## config.mk

```make
export PLATFORM = sky130hd
export DESIGN_NAME = muldiv_sequencer
export DESIGN_NICKNAME = d
export VERILOG_FILES = /design/src/rtl/muldiv_sequencer.sv
export SDC_FILE = /design/constraint.sdc
export NUM_CORES = 1
export LEC_CHECK = 0
export ABC_CLOCK_PERIOD_IN_PS = 5300
export BUFFER_PORTS_ARGS = -buffer_cell sky130_fd_sc_hd__buf_2
export CORE_MARGIN = 10
export CORE_UTILIZATION = 56
export CTS_CLUSTER_DIAMETER = 60
export CTS_CLUSTER_SIZE = 24
export DETAILED_ROUTE_END_ITERATION = 8
export PLACE_DENSITY = 0.78
export SYNTH_ARGS = -nofsm -noshare
export SYNTH_HDL_FRONTEND = slang
export SYNTH_SLANG_ARGS = --single-unit
```

## constraint.sdc

```tcl
create_clock -name clk -period 5.3 [get_ports clk]
set_input_delay 1.06 -clock clk [delete_from_list [all_inputs] [get_ports clk]]
set_output_delay 1.06 -clock clk [all_outputs]
set_load 0.02 [all_outputs]
```

## src/rtl/muldiv_sequencer.sv

```systemverilog
// rtl/muldiv_sequencer.sv - Sequential 32-cycle multiply/divide unit with HI/LO registers and EX-stage stall control.
module muldiv_sequencer (
  input  logic        clk,
  input  logic        rst,
  input  logic        valid,
  input  logic [5:0]  funct,
  input  logic [31:0] rdata1,
  input  logic [31:0] rdata2,
  output logic        stall,
  output logic        busy,
  output logic [31:0] hilo_out,
  output logic        div_zero
);
  localparam logic [5:0] F_MFHI  = 6'b010000;
  localparam logic [5:0] F_MFLO  = 6'b010010;
  localparam logic [5:0] F_MULT  = 6'b011000;
  localparam logic [5:0] F_MULTU = 6'b011001;
  localparam logic [5:0] F_DIV   = 6'b011010;
  localparam logic [5:0] F_DIVU  = 6'b011011;

  typedef enum logic [1:0] {IDLE, RUN, FIX} state_t;
  state_t state, state_nxt;

  logic [31:0] hi, lo;
  logic [31:0] acc;      // partial product high word / partial remainder
  logic [31:0] qm;       // multiplier being shifted out / quotient being shifted in
  logic [31:0] opb;      // multiplicand / divisor magnitude
  logic [4:0]  cnt;
  logic        is_div, res_neg, rem_neg, dz;

  logic        is_muldiv, is_mf, accept, signed_op;
  logic [31:0] a_mag, b_mag;
  logic [32:0] mul_sum, div_shift, div_diff;
  logic [63:0] prod, prod_fix;
  logic [31:0] quo_fix, rem_fix;

  assign is_muldiv = (funct == F_MULT) || (funct == F_MULTU) ||
                     (funct == F_DIV)  || (funct == F_DIVU);
  assign is_mf     = (funct == F_MFHI) || (funct == F_MFLO);
  assign accept    = (state == IDLE) && valid && is_muldiv;
  assign signed_op = ~funct[0];

  always_ff @(posedge clk or posedge rst) begin
    if (rst) state <= IDLE;
    else     state <= state_nxt;
  end

  always_comb begin
    state_nxt = state;
    case (state)
      IDLE:    if (accept) state_nxt = RUN;
      RUN:     if (cnt == 5'd31) state_nxt = FIX;
      FIX:     state_nxt = IDLE;
      default: state_nxt = IDLE;
    endcase
  end

  always_comb begin
    busy     = (state != IDLE);
    stall    = valid && busy && (is_muldiv || is_mf);
    hilo_out = (funct == F_MFHI) ? hi : lo;
  end

  assign a_mag = (signed_op && rdata1[31]) ? -rdata1 : rdata1;
  assign b_mag = (signed_op && rdata2[31]) ? -rdata2 : rdata2;

  // One shift-add and one restoring shift-subtract step; the op kind picks which is kept.
  assign mul_sum   = {1'b0, acc} + (qm[0] ? {1'b0, opb} : 33'd0);
  assign div_shift = {acc, qm[31]};
  assign div_diff  = div_shift - {1'b0, opb};

  assign prod     = {acc, qm};
  assign prod_fix = res_neg ? -prod : prod;
  // With a zero divisor the restoring loop leaves the dividend magnitude as remainder,
  // so re-applying the dividend sign restores the raw operand.
  assign quo_fix  = dz ? 32'hFFFF_FFFF : (res_neg ? -qm : qm);
  assign rem_fix  = rem_neg ? -acc : acc;

  always_ff @(posedge clk or posedge rst) begin
    if (rst) begin
      hi       <= 32'd0;
      lo       <= 32'd0;
      acc      <= 32'd0;
      qm       <= 32'd0;
      opb      <= 32'd0;
      cnt      <= 5'd0;
      is_div   <= 1'b0;
      res_neg  <= 1'b0;
      rem_neg  <= 1'b0;
      dz       <= 1'b0;
      div_zero <= 1'b0;
    end else begin
      div_zero <= 1'b0;
      case (state)
        IDLE: begin
          if (accept) begin
            acc     <= 32'd0;
            qm      <= a_mag;
            opb     <= b_mag;
            cnt     <= 5'd0;
            is_div  <= funct[1];
            res_neg <= signed_op && (rdata1[31] ^ rdata2[31]);
            rem_neg <= signed_op && rdata1[31];
            dz      <= funct[1] && (rdata2 == 32'd0);
          end
        end
        RUN: begin
          cnt <= cnt + 5'd1;
          if (is_div) begin
            acc <= div_diff[32] ? div_shift[31:0] : div_diff[31:0];
            qm  <= {qm[30:0], ~div_diff[32]};
          end else begin
            acc <= mul_sum[32:1];
            qm  <= {mul_sum[0], qm[31:1]};
          end
        end
        FIX: begin
          if (is_div) begin
            hi <= rem_fix;
            lo <= quo_fix;
          end else begin
            hi <= prod_fix[63:32];
            lo <= prod_fix[31:0];
          end
          div_zero <= dz;
        end
        default: ;
      endcase
    end
  end
endmodule

```

Yosys cells after proc, flatten, opt, wreduce, memory -nomap -nowiden
Index checks and enable logic that the tools add are counted.

Add/sub/neg operators: 8. Multiply operators: 0. Divide/modulo/power cells: 0. Order comparisons: 0. Equal/unequal tests: 11. Shift-type cells: 0. Mux-type cells: 23. Bitwise operators: 3. Reduce and logical (&&, ||, !) cells: 20.

Operators by type and width (count): 2-to-1 mux 32 bit (14); negation 32 bit (4); one-hot mux 32 bit (2 select lines) (2); 2-to-1 mux 64 bit (1); negation 64 bit (1); equality test 6 x 5 -> 1 bit, second input constant (6); adder 32 x 32 -> 33 bit (1); subtractor 33 x 32 -> 33 bit (1); logical NOT 32 bit (1); one-hot mux 5 bit (2 select lines) (1); logical AND 1 bit (8); AND reduction 2 bit (3); adder 5 x 1 -> 5 bit, second input constant (1); equality test 5 bit, second input constant (1); logical OR 1 bit (5); 2-to-1 mux 5 bit (1); 2-to-1 mux 2 bit (2); inequality test 2 bit, second input constant (2); one-hot mux 2 bit (2 select lines) (1); nonzero test 2 bit (2); equality test 2 x 1 -> 1 bit, second input constant (1); equality test 2 bit, second input constant (1); logical NOT 2 bit (1); inverter 1 bit (2); other kinds (2) (2).

Flip-flop bits (word level): 172. Bits in latches: 0. Bits in writable memories: 0. Bits in read-only memories: 0. Input port bits: 73. Memories kept: 0.

Longest topological paths before layout
Depth in word-level cells: 7. Depth in mapped cells: 14. Gate-level depth less buffers: 13.

Worst setup path before layout
No wires, ideal clock.

Kind: register -> register. From: register qm[0]. To: register hi[16]. Setup time: 130 ps. Arrival time: 3046 ps. Setup slack: 2125 ps. Cell stages (with the launch flop): 13. Clock period less this slack: 3175 ps. Path through: dfrtp_1 > clkinv_1 > clkbuf_1 > ha_1 > or4b_1 > nor4_4 > nand3_2 > or4_4 > and2_4 > buf_6 > o31ai_4 > xor2_1 > o21ai_1.

Cells in the longest elaborated chain, start to end: 3.

Ends and longest elaborated chain: from (decl) (line 26) `logic [31:0] qm;`; from (signal assigned) (line 98) `qm <= a_mag;`; from (signal assigned) (line 111) `qm <= {qm[30:0], ~div_diff[32]};`; from (signal assigned) (line 114) `qm <= {mul_sum[0], qm[31:1]};`; negation 64 bit (line 73) `assign prod_fix = res_neg ? -prod : prod;`; 2-to-1 mux 64 bit (line 73); 2-to-1 mux 32 bit (line 118) `if (is_div) begin`; to (signal assigned) (line 119) `hi <= rem_fix;`; to (signal assigned) (line 122) `hi <= prod_fix[63:32];`; to (decl) (line 24) `logic [31:0] hi, lo;`.

Every way passes these cells. A chain may end at the register's enable or synchronous reset.

Worst setup path in the final report
From: register acc[15]. To: register acc[20].

Cells in the longest elaborated chain, start to end: 4. Elaborated cells on any way between the ends: 5. Classes of those cells: 2 x add/sub; 3 x mux.

Ends and longest elaborated chain: from (decl) (line 25) `logic [31:0] acc;`; from (signal assigned) (line 110) `acc <= div_diff[32] ? div_shift[31:0] : div_diff[31:0];`; from (signal assigned) (line 113) `acc <= mul_sum[32:1];`; subtractor 33 x 32 -> 33 bit (line 70) `assign div_diff = div_shift - {1'b0, opb};`; 2-to-1 mux 32 bit (line 110); 2-to-1 mux 32 bit (*) (line 109) `if (is_div) begin`; one-hot mux 32 bit (2 select lines) (*) (line 94) `case (state)`.

Every way passes the cells marked *; elsewhere a longest branch is shown, timed or not.

==> reports/qor.csv <==
metric;value;unit
status;complete, no violations;
Initial DRC Count;1773;
initial core utilization;57.4;%
R2R Setup Slk;1.39;ns
WS Path Type;reg2reg;
die width;179;microns
vias in the first global route;12249;
Leak Pwr;6.66;nW
first-pass GRT wire length;66400;microns
Max-slew headroom;15.7;%
cts repair resizes;0;
Syn-to-layout area delta;9.22;%
crit start category;flop;
RSZ-0062 raised after global routing;false;
number of synthesized flops with an enable pin;0;
Remaining Overflow, GRT;0;
Ant. Diodes;0;
Synth Warn #;0;
Final Wtd Congestion;0.972;
Vias;13222;
Worst R2R End;acc[20];
Final period util;73.8;%
combinational fraction of design power;58.3;%
Reg clk slew, reported paths;0.07;ns
Clk network pwr share;14.8;%
Avg WL per Cell;20.1;microns
Mapped Area;0.0141;sq mm
fmax;256;MHz
Detailed Route WL;42500;microns
row cnt;57;
Switching Fraction;49.9;%
residual DRC count;0;
IO Pins;108;
global-route usage over all layers;26.1;%
switching power;0.00434;W
r2r startpoint;acc[15];
#FFs+latches synth;172;
Fin. Hold Viols;0;
setup ws final;1.39;ns
Worst setup EP type;flop;
CTS tree;yes;
Slew @ Worst Pin;1.26;ns
Worst-Skew Late Latency;0.44;ns
Worst Hold Depth;2;
Int Pwr;0.00436;W
R2R depth;10;
Port Buf Inserts;107;
CP max FO;11;
Final nets;1919;
initial antenna violation count;0;
Worst Hold Class;reg2reg;
dpl ws;1.55;ns
post-synthesis sequential area ratio;30.5;%
ratio of cells with drive above 1 in the final layout;12.8;%
Crit path required time;5.68;ns
Core Footprint;0.0245;sq mm
Die Y;179;microns
clock skew;0.00948;ns
Min-Delay Endpoint;opb[13];
clk sinks;172;
maximum vdd ir drop;331;uV
clk buf depth;2;
Setup Fix Bufs, Post-CTS;0;
Post-DP HPWL;31100;microns
TritonRoute pass-1 iters;6;
Setup TNS Final;0;ns
ys flop type;dfrtp_1;
DIE AREA;0.0319;sq mm
CTS Hold Bufs;0;
post-synthesis cell count;1733;
crit path DAT;4.29;ns
final setup vio count;0;
largest net degree at the start of global routing;173;
CTS Buf Count;17;
Distinct cells, synth;86;
Final ANT Viol Nets;0;
max_cap viols;0;
Via density;6.26;
Mapped Nets;1878;
min Tclk post-route;3.91;ns
Final Max Slew Viols;0;
H-tree levels;4;
PwrDens;566;mW/mm^2
Synth Area per Inst;8.13;sq um
FFs w/ async S/R, synth;100;%
min-delay src;opb[13];
root buffer cell;clkbuf_16;
Layout fillers;2149;
Sequential Power Share;26.9;%
worst max-delay path, cell delays in order (launching register included):
cell and delay [ns]:
dfrtp_1 0.61, ha_1 0.37, and3_1 0.25, a221o_1 0.34, a211o_1 0.29, o21ai_1 0.17, a211oi_1 0.14, o21ai_0 0.43
nand2_1 0.43, o311ai_0 0.56, a31o_2 0.24
flip-flops by register name, indices dropped and copies added, names as in the netlist:
register,count
div_zero,1
state,2
opb,32
hi,32
qm,32
res_neg,1
dz,1
acc,32
is_div,1
rem_neg,1
cnt,5
lo,32
cells by family after synthesis:
kind of cell | after synthesis | share of synthesized area [%]
AO/OA/AOI/OAI | 544 | 24.1
XOR/XNOR | 162 | 10.1
adder cells (fa/ha/maj) | 72 | 6.50
buffers and inverters | 169 | 4.72
flip-flops | 172 | 30.5
multiplexers | 81 | 6.04
AND/OR/NAND/NOR | 533 | 18.0
layout make-up:
cell class / instances / area, sq um / area share [%]
clock buffer: 18 / 439 / 2.85
clock inverter: 14 / 154 / 1.00
inverter: 67 / 255 / 1.66
multi-input combinational: 1392 / 9160 / 59.5
sequential: 172 / 4310 / 28.0
tap: 324 / 405 / 2.63
timing repair buffer: 124 / 676 / 4.39
power by group through the flow:
stage	registers (W)	logic [W]	clock network [W]
finish	0.00235	0.00507	0.00129
global route	0.00237	0.00552	0.00135
CTS	0.00231	0.00495	0.00129
detailed placement	0.00233	0.00489	0
global placement	0.00231	0.00482	0
floorplan	0.00198	0.00392	0
layer usage:
layer | vias to the layer above | track usage, % | share of wire [%]
met5 | - | 0 | 0
met4 | 0 | 7.58 | 2.3
met3 | 67 | 5.41 | 9.2
met2 | 616 | 36.6 | 41
met1 | 6220 | 39.1 | 47
li1 | 6319 | - | -
cells in the mapped netlist, types with 7 or more instances:
master	number	area share, %
o211ai_1	11	0.59
and2_1	11	0.49
nor4_1	15	0.67
nor2b_1	18	0.80
o21ai_0	150	5.3
o21bai_1	12	0.64
nor3_1	39	1.4
a31oi_1	16	0.71
inv_1	66	1.8
mux2_2	32	2.6
o31ai_1	23	1.2
or3_1	14	0.62
mux2i_1	49	3.5
ha_1	70	6.2
xnor2_1	84	5.2
o21ai_1	14	0.50
a21o_1	23	1.2
nand2_1	165	4.4
dfrtp_1	172	31
buf_1	7	0.19
xor2_1	78	4.8
a21oi_1	158	5.6
clkbuf_1	85	2.3
a211oi_1	37	2.0
nand2b_1	15	0.67
o41ai_1	12	0.75
a22oi_1	18	0.96
nor2_1	163	4.3
and3_1	15	0.67
nand3_1	32	1.1
nand4_1	7	0.31
through the flow:
stage	hold WS (ns)	total power, W	utilization, %	instance area, sq um	cells
final	0.477	0.00871	62.7	15400	2111
after global routing	0.499	0.00925	62.7	15400	2111
after CTS	0.484	0.00855	62.7	15400	2111
after detailed placement	0.467	0.00722	60.3	14800	2079
after global placement	0.458	0.00713	60.3	14800	2079
after floorplan	0.446	0.00589	-	14100	1733
placed cells by master, fill, tap and decap left out, types with 17 or more instances in the layout:
cell and n:
xor2_1 78, mux2i_1 49, clkbuf_16 17, o31ai_1 23
nand2_1 165, a21oi_1 157, ha_1 70, mux2_2 32
a21o_1 23, inv_1 65, a211oi_1 37, nor2_1 161
dfrtp_1 171, nor3_1 39, buf_2 107, o21ai_0 150
xnor2_1 84, nand3_1 31, a22oi_1 18
worst max-delay path by stage:
stage               cells past startpoint       to  startpoint  slack [ns]
global route                           10  acc[20]     acc[15]        1.16
floorplan                               1   acc[0]         rst        2.04
CTS                                    10  acc[20]     acc[15]        1.49
finish                                 10  acc[20]     acc[15]        1.39
detailed placement                     10  opb[30]   rdata2[8]        1.55
global placement                       12  acc[28]       qm[0]        1.58
(Power assumes the default switching activity.)
